==> src/rtl/i2c_pkg.sv <==
// i2c_pkg: shared types and constants for the I2C byte engines.
//   i2c_tx_state_t : transmitter FSM states
//   I2C_ACK/NACK   : bit-9 SDA level meaning
//   cnt_width()    : register width that holds 0..max_val
`timescale 1ns/1ps
package i2c_pkg;

    typedef enum logic [1:0] {
        kTxIdle,
        kTxSetup,
        kTxData,
        kTxAck
    } i2c_tx_state_t;

    localparam logic I2C_ACK  = 1'b0;
    localparam logic I2C_NACK = 1'b1;

    function automatic int cnt_width(input int max_val);
        return (max_val < 2) ? 1 : $clog2(max_val + 1);
    endfunction

endpackage

==> src/rtl/i2c_sync_edge.sv <==
// i2c_sync_edge: multi-flop synchroniser for an asynchronous bus line plus
// one-cycle rise/fall pulses on the synchronised level.
//   clk   in  system clock
//   rstn  in  synchronous active-low reset (chain preset to 1 = idle bus)
//   din   in  asynchronous pin level
//   level out synchronised level
//   rise  out one-cycle pulse when level goes 0->1
//   fall  out one-cycle pulse when level goes 1->0
`timescale 1ns/1ps
module i2c_sync_edge #(
    parameter int SYNC_STAGES = 2
) (
    input  logic clk,
    input  logic rstn,
    input  logic din,
    output logic level,
    output logic rise,
    output logic fall
);

    logic [SYNC_STAGES-1:0] sync_reg;
    logic [SYNC_STAGES-1:0] sync_next;
    logic                   prev_reg;

    assign sync_next[0] = din;

    generate
        for (genvar gi = 1; gi < SYNC_STAGES; gi++) begin : g_stage
            assign sync_next[gi] = sync_reg[gi-1];
        end
    endgenerate

    always_ff @(posedge clk) begin
        if (!rstn) begin
            sync_reg <= '1;
            prev_reg <= 1'b1;
        end else begin
            sync_reg <= sync_next;
            prev_reg <= sync_reg[SYNC_STAGES-1];
        end
    end

    assign level = sync_reg[SYNC_STAGES-1];
    assign rise  = level & ~prev_reg;
    assign fall  = ~level & prev_reg;

endmodule

==> src/rtl/i2c_tx.sv <==
// i2c_tx: I2C byte transmitter. Shifts one byte MSB-first onto SDA
// (open-drain, pull-low only) following an external SCL, releases SDA for
// bit 9 and reports the far side's ACK/NACK.
// Optional build macro: I2C_TX_ARB_EN enables arbitration-loss detection.
// Ports:
//   clk, rstn            clock, synchronous active-low reset
//   scl_i, sda_i         asynchronous bus levels
//   sda_oe               1 = pull SDA low
//   tx_data, tx_valid    byte request (accepted on tx_valid & tx_ready)
//   tx_ready             high only when idle and not aborting
//   abort                force idle and release SDA
//   busy                 state != idle
//   ack_valid, ack_nack  bit-9 result pulse / held value
//   arb_lost             arbitration-loss pulse (0 unless I2C_TX_ARB_EN)
`timescale 1ns/1ps
module i2c_tx
    import i2c_pkg::*;
#(
    parameter int HOLD_CYCLES = 4,
    parameter int SYNC_STAGES = 2
) (
    input  logic       clk,
    input  logic       rstn,
    input  logic       scl_i,
    input  logic       sda_i,
    output logic       sda_oe,
    input  logic [7:0] tx_data,
    input  logic       tx_valid,
    output logic       tx_ready,
    input  logic       abort,
    output logic       busy,
    output logic       ack_valid,
    output logic       ack_nack,
    output logic       arb_lost
);

    localparam int             HW       = cnt_width(HOLD_CYCLES);
    localparam logic [HW-1:0]  HOLD_MAX = HW'(HOLD_CYCLES);

    logic scl_s, scl_rise, scl_fall;
    logic sda_s, sda_rise_unused, sda_fall_unused;

    i2c_sync_edge #(.SYNC_STAGES(SYNC_STAGES)) u_scl_sync (
        .clk   (clk),
        .rstn  (rstn),
        .din   (scl_i),
        .level (scl_s),
        .rise  (scl_rise),
        .fall  (scl_fall)
    );

    i2c_sync_edge #(.SYNC_STAGES(SYNC_STAGES)) u_sda_sync (
        .clk   (clk),
        .rstn  (rstn),
        .din   (sda_i),
        .level (sda_s),
        .rise  (sda_rise_unused),
        .fall  (sda_fall_unused)
    );

    i2c_tx_state_t state_reg, state_next;
    logic [7:0]    shreg_reg, shreg_next;
    logic [2:0]    bit_cnt_reg, bit_cnt_next;
    logic [HW-1:0] hold_cnt_reg, hold_cnt_next;
    // Set by an SCL fall in DATA; the hold timer only fires while armed so a
    // saturated counter does not re-trigger a shift.
    logic          hold_run_reg, hold_run_next;
    logic          sda_oe_reg, sda_oe_next;
    logic          ack_valid_reg, ack_valid_next;
    logic          ack_nack_reg, ack_nack_next;
    logic          accept;
    logic          hold_done;

    assign tx_ready  = rstn & ~abort & (state_reg == kTxIdle);
    assign accept    = tx_valid & tx_ready;
    assign hold_done = (hold_cnt_reg == HOLD_MAX);

`ifdef I2C_TX_ARB_EN
    logic arb_lost_reg, arb_lost_next;
`endif

    always_comb begin
        state_next     = state_reg;
        shreg_next     = shreg_reg;
        bit_cnt_next   = bit_cnt_reg;
        hold_cnt_next  = hold_cnt_reg;
        hold_run_next  = hold_run_reg;
        sda_oe_next    = sda_oe_reg;
        ack_valid_next = 1'b0;
        ack_nack_next  = ack_nack_reg;
`ifdef I2C_TX_ARB_EN
        arb_lost_next  = 1'b0;
`endif
        if (abort) begin
            state_next    = kTxIdle;
            sda_oe_next   = 1'b0;
            hold_cnt_next = '0;
            hold_run_next = 1'b0;
            bit_cnt_next  = 3'd7;
        end else begin
            case (state_reg)
                kTxIdle: begin
                    sda_oe_next = 1'b0;
                    if (accept) begin
                        shreg_next    = tx_data;
                        bit_cnt_next  = 3'd7;
                        hold_cnt_next = '0;
                        hold_run_next = 1'b0;
                        state_next    = kTxSetup;
                    end
                end
                kTxSetup: begin
                    // The first bit may only go out once SCL is (still) low
                    // for the full hold time.
                    if (!scl_s) begin
                        if (hold_done) begin
                            sda_oe_next = ~shreg_reg[7];
                            state_next  = kTxData;
                        end else begin
                            hold_cnt_next = hold_cnt_reg + HW'(1);
                        end
                    end else begin
                        hold_cnt_next = '0;
                    end
                end
                kTxData: begin
`ifdef I2C_TX_ARB_EN
                    if (scl_rise && !sda_oe_reg && !sda_s) begin
                        arb_lost_next = 1'b1;
                        sda_oe_next   = 1'b0;
                        hold_run_next = 1'b0;
                        state_next    = kTxIdle;
                    end else
`endif
                    if (scl_fall) begin
                        hold_cnt_next = '0;
                        hold_run_next = 1'b1;
                    end else if (hold_run_reg && !scl_s) begin
                        if (hold_done) begin
                            hold_run_next = 1'b0;
                            if (bit_cnt_reg == 3'd0) begin
                                sda_oe_next = 1'b0;   // release for bit 9
                                state_next  = kTxAck;
                            end else begin
                                shreg_next   = {shreg_reg[6:0], 1'b0};
                                bit_cnt_next = bit_cnt_reg - 3'd1;
                                sda_oe_next  = ~shreg_reg[6];
                            end
                        end else begin
                            hold_cnt_next = hold_cnt_reg + HW'(1);
                        end
                    end
                end
                kTxAck: begin
                    if (scl_rise) begin
                        ack_valid_next = 1'b1;
                        ack_nack_next  = sda_s ? I2C_NACK : I2C_ACK;
                        state_next     = kTxIdle;
                    end
                end
                default: state_next = kTxIdle;
            endcase
        end
    end

    always_ff @(posedge clk) begin
        if (!rstn) begin
            state_reg     <= kTxIdle;
            shreg_reg     <= '0;
            bit_cnt_reg   <= 3'd7;
            hold_cnt_reg  <= '0;
            hold_run_reg  <= 1'b0;
            sda_oe_reg    <= 1'b0;
            ack_valid_reg <= 1'b0;
            ack_nack_reg  <= I2C_NACK;
        end else begin
            state_reg     <= state_next;
            shreg_reg     <= shreg_next;
            bit_cnt_reg   <= bit_cnt_next;
            hold_cnt_reg  <= hold_cnt_next;
            hold_run_reg  <= hold_run_next;
            sda_oe_reg    <= sda_oe_next;
            ack_valid_reg <= ack_valid_next;
            ack_nack_reg  <= ack_nack_next;
        end
    end

`ifdef I2C_TX_ARB_EN
    always_ff @(posedge clk) begin
        if (!rstn) begin
            arb_lost_reg <= 1'b0;
        end else begin
            arb_lost_reg <= arb_lost_next;
        end
    end
    assign arb_lost = arb_lost_reg;
`else
    assign arb_lost = 1'b0;
`endif

    assign sda_oe    = sda_oe_reg;
    assign busy      = (state_reg != kTxIdle);
    assign ack_valid = ack_valid_reg;
    assign ack_nack  = ack_nack_reg;

endmodule

==> config.mk <==
export PLATFORM = sky130hd
export DESIGN_NAME = i2c_tx
export DESIGN_NICKNAME = d
export VERILOG_FILES = /design/src/rtl/i2c_pkg.sv /design/src/rtl/i2c_sync_edge.sv /design/src/rtl/i2c_tx.sv
export SDC_FILE = /design/constraint.sdc
export NUM_CORES = 1
export LEC_CHECK = 0
export BUFFER_PORTS_ARGS = -buffer_cell sky130_fd_sc_hd__buf_2
export CORE_MARGIN = 2
export CORE_UTILIZATION = 40
export DETAILED_ROUTE_END_ITERATION = 6
export SYNTH_ARGS = -nofsm -noshare
export SYNTH_HDL_FRONTEND = slang
export SYNTH_HIERARCHICAL = 1
export SYNTH_SLANG_ARGS = --single-unit
==> constraint.sdc <==
create_clock -name clk -period 2.24 [get_ports clk]
set_clock_uncertainty 0.15 [all_clocks]
set_input_delay 0.448 -clock clk [delete_from_list [all_inputs] [get_ports clk]]
set_output_delay 0.448 -clock clk [all_outputs]
set_load 0.01 [all_outputs]
==> summary.txt <==
Fmax -> 0.4736 GHz
R2r endpoint -> shreg_reg[1]
Later-pin clock latency in the skew report -> 0.32 ns
Initial Utilization -> 42.00%
H-Tree Depth -> 1
CP cell instances -> buf_4 > inv_1 > ha_1 > inv_1 > nor2_1 > buf_2
Top cell by count, worst path -> inv_1
Req. time, crit path -> 1.64 ns
Critical Path End Type -> output pin
# diodes -> 0
Worst setup path category -> flip-flop to output pin
Area grow syn2layout -> 11.51%
Vias in the first global route -> 1054
R2R Setup Slk -> 0.13 ns
CTS root buffer -> clkbuf_4
Lkg Pwr -> 0.7237 nW
Vias per cell -> 4.960
Syn_area_per_cell -> 8.884 µm²
Dpl hpwl -> 2114 µm
Critical Path AT -> 1.51 ns
Final Power -> 0.7520 mW
DR DRC count -> 0
Fin crit share -> 94.26%
Final instance area -> 0.001575 mm²
WHS Endpoint -> u_scl_sync/sync_reg[0]
Port Buffers -> 18
Post-route ant nets -> 0
Hold Vio Cnt, Final -> 0
CTS tree -> built
Largest net degree at the start of global routing -> 21
Worst Hold Class -> primary input to flip-flop
Mapped Cells -> 159
Die X-Extent -> 63.43 µm
Share of cells above drive strength 1 -> 21.67%
Status -> finished clean
Iter 0 DRT Violations -> 64
Worst path slowest cell -> dfxtp_1
Deepest clock path buffer count -> 2
Average wire per standard cell -> 12.00 µm
FP Rows -> 21
Ys Warns -> 6
RSZ-0062 raised after global routing -> no
Syn Nets -> 183
Die height -> 63.43 µm
GRT Util Overall -> 14.34%
Cell family contributing the most delay on the critical path -> buffers and inverters
R2R Path Start -> hold_cnt_reg[0]
Post-layout min period -> 2.111 ns
Core area -> 0.003363 mm²
First-pass GRT wire length -> 4547 µm
Startpoint type of the worst setup path -> flip-flop
Vias -> 1121
Detailed Route WL -> 2711 µm
Crit path max fanout -> 5
Slew Limit Fails -> 0
Postcts setup bufs -> 0
Max IR drop VDD -> 0.3531 mV
GRT Residual Overflow -> 0
Setup TNS -> 0 ns
Number of buffer and inverter stages on the critical path -> 4
Hold_sp -> scl_i
Cell area after synthesis -> 0.001413 mm²
Ports -> 20
Die ar. -> 0.004023 mm²
GP Congestion -> 0.7759
Initial antenna violation count -> 0
Max-Cap Viols -> 0
Hold Path Stages -> 2
Initial DRT Pass Iterations -> 4
Critical path's largest stage delay -> 0.34 ns
Number of nets in the layout -> 205
Final setup viols -> 0
# clock sinks -> 25
Largest register FFs -> 8
FF-to-FF path depth -> 6
Pwr Density -> 477.4 mW/mm²
Cts bufs inserted -> 3
Reg clk slew, reported paths -> 0.14 ns
Placed instance area -> 0.001534 mm²
metal layers:
| metal | part of all wire (%) | global-route usage [%] | wire [µm] | up-vias |
|---|---|---|---|---|
| met3 | 4.2 | 3.750 | 115 | 2 |
| met2 | 48 | 24.74 | 1299 | 21 |
| met1 | 47 | 17.83 | 1275 | 515 |
| li1 | - | - | - | 583 |
| met4 | 0.77 | 3.261 | 21 | 0 |
| met5 | 0 | 0 | 0 | - |
repair_timing:
action	4_1_cts	5_1_grt
gates resized for setup	1	1
setup endpoints to repair	4	2
hold buffers	0	0
cells in the final DEF (no fill, tap or decap), drive strengths merged, types with 7 or more instances in the layout:
master / instances
ha: 10
mux2: 7
inv: 11
nand2b: 12
nand2: 25
a21oi: 8
mux2i: 11
dfxtp: 25
buf: 24
stage by stage:
step	std cells	setup slack, ns	hold WS, ns	util [%]
after detailed placement	222	0.01039	0.2477	45.61
final	226	0.1287	0.1452	46.84
after floorplan	159	0.1962	0.2363	-
after CTS	226	0.1294	0.1262	46.65
after global routing	226	0.02338	0.1193	46.84
after global placement	222	0.06273	0.2410	45.61
where the power goes:
group	leakage [nW]	internal [mW]	switching (mW)
registers	0.203	0.455	0.00458
clock network	0.0139	0.0683	0.138
logic	0.507	0.0409	0.0458
total	0.724	0.564	0.188
cell type report:
type / count / area (µm²)
fill: 349 / 1788
clock inverter: 1 / 7.507
multi-input combinational: 116 / 810.8
sequential: 25 / 500.5
clock buffer: 3 / 22.52
tap: 46 / 57.56
inverter: 11 / 41.29
timing repair buffer: 24 / 135.1
worst max-delay path by stage:
stage / start / end / slack (ns) / cells after the start
floorplan: state_reg[0] / shreg_reg[0] / 0.20 / 7
CTS: state_reg[1] / tx_ready / 0.13 / 6
finish: state_reg[1] / tx_ready / 0.13 / 6
detailed placement: hold_cnt_reg[0] / shreg_reg[4] / 0.01 / 6
global route: state_reg[1] / tx_ready / 0.02 / 6
global placement: bit_cnt_reg[0] / shreg_reg[3] / 0.06 / 6
No activity file was read; power rests on OpenSTA's default activity.
